===== config.mk =====
export PLATFORM = sky130hd
export DESIGN_NAME = pwm_multichannel
export DESIGN_NICKNAME = d
export VERILOG_FILES = /design/src/rtl/pwm_multichannel.sv
export SDC_FILE = /design/constraint.sdc
export NUM_CORES = 1
export LEC_CHECK = 0
export CAP_MARGIN = 5
export CORE_ASPECT_RATIO = 0.9
export CORE_UTILIZATION = 45
export CTS_BUF_LIST = sky130_fd_sc_hd__clkbuf_2
export CTS_CLUSTER_SIZE = 10
export DETAILED_ROUTE_END_ITERATION = 7
export GPL_ROUTABILITY_DRIVEN = 1
export SYNTH_ARGS = -nofsm -noshare
export SYNTH_HDL_FRONTEND = slang
export SYNTH_SLANG_ARGS = --single-unit

===== constraint.sdc =====
create_clock -name clk -period 8.1 [get_ports clk]
set_input_delay 1.62 -clock clk [delete_from_list [all_inputs] [get_ports clk]]
set_output_delay 1.62 -clock clk [all_outputs]
set_load 0.05 [all_outputs]

===== src/rtl/pwm_multichannel.sv =====
// Multi-channel PWM generator: one shared period counter (edge- or center-aligned)
// drives CHANNELS registered outputs. Period and active values are double-buffered
// so they change only at a frame boundary, or straight away while the block is halted.
module pwm_multichannel #(
    parameter int unsigned WIDTH    = 16,
    parameter int unsigned CHANNELS = 4
) (
    input  logic                      clk,
    input  logic                      reset,
    input  logic                      enable,
    input  logic                      centerMode,
    input  logic                      load,
    input  logic [WIDTH-1:0]          periodIn,
    input  logic [CHANNELS*WIDTH-1:0] activeIn,
    output logic [CHANNELS-1:0]       pwmOut,
    output logic                      pending,
    output logic                      frameEnd
);

    typedef logic [CHANNELS-1:0][WIDTH-1:0] active_t;

    logic [WIDTH-1:0]    cnt_q, cnt_n;
    logic                dir_down_q, dir_down_n;
    logic                mode_q, mode_n;
    logic [WIDTH-1:0]    stage_p_q, stage_p_n;
    logic [WIDTH-1:0]    live_p_q, live_p_n;
    active_t             stage_a_q, stage_a_n;
    active_t             live_a_q, live_a_n;
    logic                pending_n;
    logic [CHANNELS-1:0] pwm_n;
    logic                frame_end_n;
    logic                boundary_c;
    logic                apply_c;

    // Frame boundary detection and shadow-to-live transfer condition
    always_comb begin
        boundary_c = 1'b0;
        if (mode_q) begin
            boundary_c = (live_p_q == '0) || (dir_down_q && (cnt_q == WIDTH'(1)));
        end else begin
            boundary_c = (cnt_q == '0);
        end
        apply_c = pending && (!enable || boundary_c);
    end

    // Next-state: staging, live values, mode, counter and registered outputs
    always_comb begin
        stage_p_n   = stage_p_q;
        stage_a_n   = stage_a_q;
        live_p_n    = live_p_q;
        live_a_n    = live_a_q;
        mode_n      = mode_q;
        pending_n   = pending;
        cnt_n       = cnt_q;
        dir_down_n  = dir_down_q;
        pwm_n       = '0;
        frame_end_n = 1'b0;

        // A load coincident with an apply still lands in staging and stays pending
        if (apply_c) begin
            live_p_n  = stage_p_q;
            live_a_n  = stage_a_q;
            pending_n = 1'b0;
        end
        if (load) begin
            stage_p_n = periodIn;
            stage_a_n = activeIn;
            pending_n = 1'b1;
        end

        if (!enable) begin
            mode_n = centerMode;
        end

        // Halted or at a boundary: park the counter at the start of the next frame
        if (!enable || boundary_c) begin
            cnt_n      = mode_n ? '0 : live_p_n;
            dir_down_n = 1'b0;
        end else if (!mode_q || dir_down_q) begin
            cnt_n = cnt_q - WIDTH'(1);
        end else begin
            cnt_n      = cnt_q + WIDTH'(1);
            dir_down_n = (cnt_q == (live_p_q - WIDTH'(1)));
        end

        for (int unsigned n = 0; n < CHANNELS; n++) begin
            pwm_n[n] = enable && (cnt_q < live_a_q[n]);
        end
        frame_end_n = enable && boundary_c;
    end

    // State and output registers
    always_ff @(posedge clk or negedge reset) begin
        if (!reset) begin
            cnt_q      <= '0;
            dir_down_q <= 1'b0;
            mode_q     <= 1'b0;
            stage_p_q  <= '0;
            stage_a_q  <= '0;
            live_p_q   <= '0;
            live_a_q   <= '0;
            pending    <= 1'b0;
            pwmOut     <= '0;
            frameEnd   <= 1'b0;
        end else begin
            cnt_q      <= cnt_n;
            dir_down_q <= dir_down_n;
            mode_q     <= mode_n;
            stage_p_q  <= stage_p_n;
            stage_a_q  <= stage_a_n;
            live_p_q   <= live_p_n;
            live_a_q   <= live_a_n;
            pending    <= pending_n;
            pwmOut     <= pwm_n;
            frameEnd   <= frame_end_n;
        end
    end

endmodule

==> impl_metrics.csv <==
group,metric,value,unit
logic_synthesis,synth.distinct_cells,61,
status,status,"completed",
sta,finalHoldViolCount,0,
cts,cts-buffers-inserted,17,
sta,fin_tns_setup,0,ns
finish,fillerInstances,1938,
logic_synthesis,ys.flop_type,"dfrtp_1",
finish,layout.cells.most_common,"dfrtp_1",
sta,final_max_slew_viol_count,0,
logic_synthesis,yosysWarnings,0,
route,drtIter0Drc,279,
pwr,pwr-share-clk,0.196,
finish,drive_above_1_share,0.233,
cts,clock_sinks,184,
place,place_congestion,0.865,
route,drt-pass1-iter-count,4,
logic_synthesis,synth.net_count,958,
setup_path,critical_path_peak_fanout,44,
logic_synthesis,synth_top_area_cell,"dfrtp_1",
pwr,fin_total_pwr,0.00258,W
floorplan,die_y,144,um
floorplan,core-area,21700,um2
cts,cts_setup_buffers,0,
finish,syn2layout_area_growth,12.4,%
hold_path,worst_hold_path_type,"register to register",
finish,final_cell_mix,"184 x dfrtp_1, 88 x clkdlybuf4s50_1, 83 x mux2_2",
finish,stdcell_count,1185,
pwr,switching_share,0.355,
place,portBuffers,90,
setup_path,start_kind,"register",
logic_synthesis,synth_edf_count,0,
route,drc,0,
place,dp_cells,1152,
route,wl,20.9,mm
run,cap_violations,0,
floorplan,die-area,22800,um2
sta,fin_crit,4.26,ns
cts,htreeDepth,4,
route,via_per_inst,5.25,
sta,rsz0062_at_grt,"false",
setup_path,cp.required,8.75,ns
place,hpwl,14.5,mm
setup_path,worstPathArrival,4.91,ns
sta,final-setup-viol-count,0,
logic_synthesis,seq_area_frac_synth,0.460,
sta,fin_crit_sh,0.526,
logic_synthesis,synth.avg_cell_area,12.4,um2
cts,clock_latency,0.77,ns
cts,cts_tree,"done",
route,ant_nets,0,
logic_synthesis,synth_cells,808,
pwr,switching_power,0.000915,W
sta,slew_headroom,0.303,
grt,grt_pass1_wl,34.7,mm
pwr,seq_power_share,0.501,
sta,clock_skew,0.0626,ns
cts,cts_hold_buf,0,
sta,max_freq,235,MHz
cts,clockBufferDepth,2,
route,wl_per_cell,17.7,um
setup_path,worst_setup_path_end_kind,"register",
cts,clk_pin_slew_worst_paths,0.28,ns
cts,cts_resized,0,
pwr,p_int,0.00166,W
finish,finalCoreUtilization,0.519,
cts,cts_root_buf,"clkbuf_2",
logic_synthesis,ys_seq_elements,184,
floorplan,io_pins,91,
finish,register_area,4600,um2
floorplan,row_count,51,
route,dr_total_vias,6224,
grt,track_usage,0.197,
pwr,peakVddDrop,101,uV
grt,grt_max_degree,115,
finish,num-nets-final,1030,
logic_synthesis,syn_area,10000,um2
setup_path,critPathKind,"register to register",
sta,tightest_slew,1.04,ns
pwr,p_leak,5.25,nW
pwr,power_density,229,nW/um2
logic_synthesis,synth_top_cell_area_share,0.460,
grt,grt-ovfl-total,0,
grt,grt_pass1_vias,6487,
logic_synthesis,yosys-top-cells-area,"dfrtp_1 46%, mux2_4 12%, mux2_2 9.3%, ha_1 8.1%, inv_1 2.5%",
floorplan,die_x,159,um
pwr,power_frac_comb,0.303,
logic_synthesis,synth-async-reset-ratio,1.00,
grt,grt_antenna_before_repair,1,
floorplan,initial_core_util,0.461,
finish,multi_input_area,4840,um2
[cell families after synthesis]
logic type / share of synthesized area
mux: 0.232
buf+inv: 0.0562
flops: 0.460
fa+ha+maj: 0.0812
xor+xnor: 0.0306
simple gates: 0.0790
compound gates: 0.0606
[layout make-up]
| type | instances | share of cell area |
|---|---|---|
| Clock buffer | 17 | 0.00756 |
| Clock inverter | 15 | 0.0160 |
| Tap cell | 291 | 0.0323 |
| Timing Repair Buffer | 94 | 0.0826 |
| Inverter | 66 | 0.0220 |
| Antenna cell | 1 | 0.000222 |
| Multi-Input combinational cell | 517 | 0.430 |
| Sequential cell | 184 | 0.409 |
[registers in the layout, indices dropped and copies added (netlist names)]
signal and flops:
stage_a_q 64, pwmOut 4, live_p_q 16, live_a_q 64
frameEnd 1, dir_down_q 1, stage_p_q 16, pending 1
mode_q 1, cnt_q 16
[worst paths after layout]
| check | start | to | cells past startpoint | slack, ns |
|---|---|---|---|---|
| setup / recovery | live_p_q[0] | live_a_q[48] | 9 | 3.84 |
| hold / removal | stage_a_q[55] | live_a_q[55] | 1 | 0.53 |
| setup reg to reg | live_p_q[0] | live_a_q[48] | 9 | 3.84 |
| hold reg to reg | stage_a_q[55] | live_a_q[55] | 1 | 0.53 |
| max in group asynchronous | reset | live_a_q[30] | 2 | 5.69 |
| min in group asynchronous | reset | stage_p_q[9] | 1 | 0.95 |
[through the flow]
stage | hold slack [ns] | area (um2) | setup WS [ns]
2_1_floorplan | 0.477 | 10000 | 5.41
3_3_place_gp | 0.494 | 11000 | 3.35
3_5_place_dp | 0.490 | 11000 | 3.23
4_1_cts | 0.527 | 11300 | 3.75
5_1_grt | 0.563 | 11300 | 3.57
6_report | 0.525 | 11300 | 3.84
[power groups by stage]
stage	clock [W]	combinational, W	sequential [W]
final	0.000506	0.000781	0.00129
after global placement	0	0.000756	0.00131
after detailed placement	0	0.000784	0.00131
after CTS	0.000528	0.000791	0.00129
after global routing	0.000569	0.000882	0.00132
after floorplan	0	0.000644	0.00120
[layer usage]
layer	wire length, um	share of wire	track usage	up-vias
met4	233	0.011	0.0577	0
met2	9630	0.46	0.311	119
met1	10000	0.48	0.277	3091
li1	-	-	-	2999
met5	0	0	0	-
met3	1050	0.050	0.0343	15
[worst max-delay path, stage by stage (launching register included)]
cell and delay, ns:
dfrtp_1 0.52, inv_1 0.08, ha_1 0.32, or4b_2 0.66, nor4_4 0.20, nand2_1 0.13
nand3_2 0.39, and2_4 0.70, buf_4 0.73, mux2_4 0.36
[synth_stat cells, types with 2 or more instances]
cell type,n
or2_2,2
a21o_1,16
a221oi_1,5
mux2i_1,19
a2111oi_0,4
buf_2,4
nand3b_1,2
nand3_1,13
nor3_1,9
dfrtp_1,184
or4_1,3
nor2_1,33
mux2_2,83
buf_12,9
buf_1,2
nor2b_1,5
o211ai_1,5
clkbuf_1,23
ha_1,65
nand2b_1,13
a21oi_1,16
o2111a_1,4
nor3b_1,2
nand4_1,10
or3_1,3
nand2_1,31
a311oi_1,2
mux2_4,80
nor4_1,7
inv_1,66
o22ai_1,2
and4_1,3
o21ai_0,21
xor2_1,14
clkbuf_2,2
xnor2_1,21
Power figures use the tool's default switching activity.
